File: config.mk
export PLATFORM = sky130hd
export DESIGN_NAME = rng_lfsr_gen
export DESIGN_NICKNAME = d
export VERILOG_FILES = /design/src/rtl/rng_pkg.sv /design/src/rtl/lfsr_galois.sv /design/src/rtl/rng_lfsr_gen.sv
export SDC_FILE = /design/constraint.sdc
export NUM_CORES = 1
export LEC_CHECK = 0
export CORE_AREA = 10 10 87 59
export CTS_BUF_LIST = sky130_fd_sc_hd__clkbuf_8
export DETAILED_ROUTE_END_ITERATION = 8
export DIE_AREA = 0 0 97 69
export PLACE_DENSITY = 0.86
export SETUP_SLACK_MARGIN = 0.5
export SKIP_LAST_GASP = 1
export SYNTH_ARGS = -nofsm -noshare
export SYNTH_HDL_FRONTEND = slang
export SYNTH_SLANG_ARGS = --single-unit
File: constraint.sdc
create_clock -name clk -period 2 [get_ports clk]
set_input_delay 0.4 -clock clk [delete_from_list [all_inputs] [get_ports clk]]
set_output_delay 0.4 -clock clk [all_outputs]
set_load 0.02 [all_outputs]
File: src/rtl/rng_pkg.sv
// Shared definitions for the LFSR random word generator: FSM encoding,
// reference feedback masks for a few LFSR lengths, and the reject counter width.
package rng_pkg;

   typedef enum logic [1:0] {
      ST_IDLE  = 2'd0,
      ST_SHIFT = 2'd1,
      ST_CHECK = 2'd2,
      ST_DONE  = 2'd3
   } rng_state_e;

   // Maximal-length Galois masks, right-shift form.
   localparam logic [3:0]  TAPS_4  = 4'hC;
   localparam logic [10:0] TAPS_11 = 11'h500;
   localparam logic [16:0] TAPS_17 = 17'h12000;

   localparam int REJ_W = 8;

endpackage

File: src/rtl/lfsr_galois.sv
// Right-shifting Galois LFSR with synchronous load and all-zero lockup recovery.
// bit_out is the LSB before the step, i.e. the bit produced by the next step.
module lfsr_galois #(
   parameter int           W    = 17,
   parameter logic [W-1:0] TAPS = 17'h12000,
   parameter logic [W-1:0] SEED = 17'h0B4D5
) (
   input  logic         clk,
   input  logic         rst,
   input  logic         step,
   input  logic         load,
   input  logic [W-1:0] load_val,
   output logic [W-1:0] state,
   output logic         bit_out
);

   assign bit_out = state[0];

   // A zero seed would lock the register, so it is replaced by SEED.
   always_ff @(posedge clk or negedge rst) begin
      if (!rst) begin
         state <= SEED;
      end else if (load) begin
         state <= (load_val == '0) ? SEED : load_val;
      end else if (state == '0) begin
         state <= SEED;
      end else if (step) begin
         state <= (state >> 1) ^ (state[0] ? TAPS : '0);
      end
   end

endmodule

File: src/rtl/rng_lfsr_gen.sv
// Handshaked random word source: serialises OUT_W LFSR bits per request and
// optionally rejects words >= LIMIT, regenerating until one is in range.
module rng_lfsr_gen
   import rng_pkg::*;
#(
   parameter int                LFSR_W   = 17,
   parameter logic [LFSR_W-1:0] TAPS     = 17'h12000,
   parameter logic [LFSR_W-1:0] SEED     = 17'h0B4D5,
   parameter int                OUT_W    = 3,
   parameter int                LIMIT    = 0,
   parameter bit                FREE_RUN = 1'b0
) (
   input  logic              clk,
   input  logic              rst,
   input  logic              seed_load,
   input  logic [LFSR_W-1:0] seed_in,
   input  logic              req,
   output logic              req_rdy,
   output logic              out_valid,
   input  logic              out_ready,
   output logic [OUT_W-1:0]  random,
   output logic [REJ_W-1:0]  rejects,
   output logic [1:0]        dbg_state,
   output logic [LFSR_W-1:0] dbg_lfsr
);

   // Handshakes: a request transfers on a rising edge where req & req_rdy;
   // a word transfers on a rising edge where out_valid & out_ready, and
   // out_valid/random stay stable until that edge.

   localparam int               CNT_W    = (OUT_W > 1) ? $clog2(OUT_W) : 1;
   localparam logic [CNT_W-1:0] CNT_LAST = CNT_W'(OUT_W - 1);
   localparam bit               LIMIT_EN = (LIMIT != 0);
   localparam logic [OUT_W:0]   LIMIT_X  = (OUT_W + 1)'(LIMIT);

   rng_state_e        state, state_nxt;
   logic [CNT_W-1:0]  bit_cnt;
   logic [OUT_W-1:0]  acc;
   logic [LFSR_W-1:0] lfsr;
   logic              lfsr_bit;
   logic              step;
   logic              reject;

   lfsr_galois #(
      .W    (LFSR_W),
      .TAPS (TAPS),
      .SEED (SEED)
   ) u_lfsr (
      .clk      (clk),
      .rst      (rst),
      .step     (step),
      .load     (seed_load),
      .load_val (seed_in),
      .state    (lfsr),
      .bit_out  (lfsr_bit)
   );

   assign reject    = LIMIT_EN && ({1'b0, acc} >= LIMIT_X);
   assign out_valid = (state == ST_DONE);
   assign dbg_state = state;
   assign dbg_lfsr  = lfsr;

   always_ff @(posedge clk or negedge rst) begin
      if (!rst) begin
         state <= ST_IDLE;
      end else begin
         state <= state_nxt;
      end
   end

   always_comb begin
      state_nxt = state;
      step      = 1'b0;
      req_rdy   = 1'b0;
      case (state)
         ST_IDLE: begin
            req_rdy = ~seed_load;
            step    = FREE_RUN;
            if (req && !seed_load) state_nxt = ST_SHIFT;
         end
         ST_SHIFT: begin
            step = 1'b1;
            if (bit_cnt == CNT_LAST) state_nxt = ST_CHECK;
         end
         ST_CHECK: begin
            state_nxt = reject ? ST_SHIFT : ST_DONE;
         end
         ST_DONE: begin
            step = FREE_RUN;
            if (out_ready) state_nxt = ST_IDLE;
         end
         default: state_nxt = ST_IDLE;
      endcase
      // Reseeding abandons whatever word is in flight.
      if (seed_load) state_nxt = ST_IDLE;
   end

   always_ff @(posedge clk or negedge rst) begin
      if (!rst) begin
         bit_cnt <= '0;
         acc     <= '0;
         random  <= '0;
         rejects <= '0;
      end else if (seed_load) begin
         bit_cnt <= '0;
         acc     <= '0;
         rejects <= '0;
      end else begin
         case (state)
            ST_IDLE: begin
               if (req) begin
                  bit_cnt <= '0;
                  acc     <= '0;
               end
            end
            ST_SHIFT: begin
               acc     <= OUT_W'({acc, lfsr_bit});
               bit_cnt <= bit_cnt + CNT_W'(1);
            end
            ST_CHECK: begin
               bit_cnt <= '0;
               if (reject) begin
                  if (rejects != '1) rejects <= rejects + REJ_W'(1);
               end else begin
                  random <= acc;
               end
            end
            default: ;
         endcase
      end
   end

endmodule

==> impl_metrics.yaml <==
place:
  placed_area_mm2: 0.002126
  portBuffers: 45
  hpwl_um: 3607
  routabilityCongestion: 0.9034
sta:
  hold_viol: 0
  fin_skew_ps: 4.854
  min_period_ps: 1889
  fin_setup_tns_ps: 0
  rsz0062_at_grt: "true"
  finalHoldWorstSlack_ps: 471.2
  min_period_over_period_pct: 94.47
  slew_viol_final: 0
  fmax_mhz: 529.3
  setup_viol: 0
die:
  die_h_um: 69
  die_x_um: 97
  start_util_pct: 45.79
  rows: 17
  ios: 54
  core-area_mm2: 0.003552
  die-area_mm2: 0.006693
worst_setup_path:
  start_kind: "primary input"
  worstPathRequired_ps: 2240
  slowest_delay_ps: 480
  crit_arrival_ps: 2130
  crit_type: "primary input to flop"
  crit_chain: "clkdlybuf4s50_1 -> nor4_2 -> nand4_1 -> buf_4 -> o21ai_0 -> a22o_1"
  crit_fanout: 5
  critical_path.reg2reg.startpoint: "u_lfsr.state[15]"
  crit_slowest_cell: "clkdlybuf4s50_1"
  crit_start: "seed_in[4]"
  end_kind: "flop"
finish:
  final-seq-area_um2: 695.7
  syn2layout_area_growth_pct: 54.08
  multi_input_area_mm2: 0.001045
  fin_area_mm2: 0.002506
  nets: 262
  diodes: 0
  nFillCells: 264
  drive_above_1_share_pct: 41.88
pwr:
  p_leak_nw: 1.065
  internal-power_mw: 1.735
  power_switching_share_pct: 43.52
  peakVddDrop_mv: 0.7457
  pwr-share-clk_pct: 11.1
  p_comb_share_pct: 57.3
  p_sw_mw: 1.337
  powerDensity_mw_per_mm2: 1226
  p_seq_share_pct: 31.6
logic_synthesis:
  synth_top_family_by_area: "compound AO/OA/AOI/OAI gates"
  synthArstFlopShare_pct: 100.0
  ys_types: 35
  syn_avg_cell_area_um2: 9.568
  muxShareOfSynthArea_pct: 10.00
  yosysSeqAreaShare_pct: 42.23
  synth_compound_area_share_pct: 20.46
  netlist_instances: 170
  synth_edf_count: 0
  synth_simple_gate_area_share_pct: 14.46
  yosys_most_used_dff: "dfrtp_1"
  ys_ff_latch: 27
  syn_area_mm2: 0.001627
  yosysWarnings: 0
  yosys.area_share.adder_pct: 3.846
  synth-xor-area-share_pct: 0.5385
clocking:
  cts_buffer_depth: 2
  htreeDepth: 1
  cts_sinks: 27
  clk_pin_slew_ps: 100
  cts_hold_buf: 0
  cts_tree: "yes"
  cts_buffers: 3
  worst_skew_pair.late_latency_ps: 290
  cts_root_buffer: "clkbuf_8"
routing:
  vias: 1609
  wl_per_cell_um: 20.55
  route.antenna.remaining_nets: 0
  wirelength_um: 5774
  drt_iter0_markers: 134
  dr.pass1.iters: 4
  post-route-drc-count: 0
  viasPerCell: 5.726
outcome:
  outcome: "complete, no violations"
global_routing:
  grt_max_degree: 28
  overflow: 0
  grt_pass1_wl_um: 8659
  grt_pass1_vias: 1590
  antenna_found_initial: 0
  grt_usage_pct: 15.54
flow_run:
  drv_cap: 0
min_path:
  hp-class: "primary input to asynchronous set/reset pin"
-- cells by family (layout without fill, tap and decap cells) --
kind of cell / Yosys count / count (layout)
AOI/OAI and AO/OA: 54 / 55
and+or+nand+nor: 43 / 43
DFF: 27 / 27
buffers and inverters: 24 / 80
muxes: 15 / 15
adders and majority gates: 5 / 5
other: 1 / 8
xor gates and xnor gates: 1 / 1
-- Yosys cell counts (7+ instances only) --
master    number  area, um2
dfrtp_1       18      450.4
clkbuf_1       7      26.28
buf_4          9      67.56
nor2_1         8      30.03
nor2b_1       10      62.56
o21ai_1       13      65.06
dfstp_2        9      236.5
mux2_2        10      112.6
a21oi_1       10      50.05
o21ai_0       12      60.06
a22o_1         9      78.83
-- state kept, by name, summed over array words and instances, names as in the netlist --
signal,cells
acc,3
bit_cnt,2
dbg_state,2
random,3
u_lfsr.state,17
-- metrics by stage --
step	power [mW]	utilization (%)	worst slack (ps)	instances
floorplan	1.753	-	457.7	177
global placement	2.269	59.85	39.70	259
detailed placement	2.316	59.85	-10.38	259
CTS	2.781	66.54	320.1	276
global route	3.246	70.55	29.00	281
finish	3.073	70.55	110.7	281
-- placed cells by master, fill, tap and decap left out, types with 2 or more instances in the layout --
cell,n
clkbuf_8,3
nand4_1,2
nor2b_1,9
ha_4,3
o21a_4,2
conb_1,8
nand2_1,5
inv_2,2
dfrtp_2,7
clkdlybuf4s50_1,20
o21ai_0,6
dfstp_2,9
clkdlybuf4s15_1,3
inv_1,3
dfrtp_1,11
nor4_2,5
mux2_4,4
clkbuf_2,3
buf_6,7
dlygate4sd2_1,8
a22o_1,9
mux2_2,6
o21ai_1,15
a22oi_1,3
buf_2,7
o21ai_2,4
buf_4,21
a21oi_1,9
ha_1,2
mux2i_1,5
nor2_1,7
nand2b_1,5
-- power by group through the flow --
stage | Combinational, mW | Clock (mW) | Sequential [mW]
2_1_floorplan | 0.659 | 0 | 1.09
3_3_place_gp | 1.31 | 0 | 0.958
3_5_place_dp | 1.35 | 0 | 0.970
4_1_cts | 1.49 | 0.339 | 0.950
5_1_grt | 1.89 | 0.357 | 1.00
6_report | 1.76 | 0.340 | 0.972
-- area by class of cell --
| class | instances | area share (%) |
|---|---|---|
| multi-input combinational | 127 | 41.69 |
| clock inverter | 1 | 0.2996 |
| sequential | 27 | 27.76 |
| tap | 47 | 2.346 |
| inverter | 5 | 0.7489 |
| clock buffer | 3 | 1.648 |
| timing repair buffer | 71 | 25.51 |
-- final timing paths --
path                                    end  slack, ps  depth (start not counted)
setup / recovery           u_lfsr.state[15]        110                          6
hold / removal             u_lfsr.state[14]        470                          2
hold reg to reg                   random[0]        490                          2
setup reg to reg            u_lfsr.state[8]        290                          5
max in group asynchronous   u_lfsr.state[7]       1220                          2
min in group clk                  random[0]        490                          2
-- worst max-delay path, delay by kind of cell --
| family | cells | cell delay, ps |
|---|---|---|
| AOI/OAI and AO/OA | 2 | 370 |
| buffers and inverters | 2 | 700 |
| and+or+nand+nor | 2 | 660 |
-- what timing repair did --
item / CTS / global route
gates cloned: 2 / 0
gates resized for setup: 91 / 36
buffers inserted: 11 / 5
hold endpoints to repair: 0 / 0
endpoints found under the setup margin: 49 / 35
pin swaps: 14 / 13
-- metal layers --
metal | wire length (um) | GRT usage [%]
met5 | 0 | 0
met4 | 137 | 5.008
met2 | 2760 | 23.97
met3 | 418 | 4.960
met1 | 2458 | 19.94
Power figures use the tool's default switching activity.
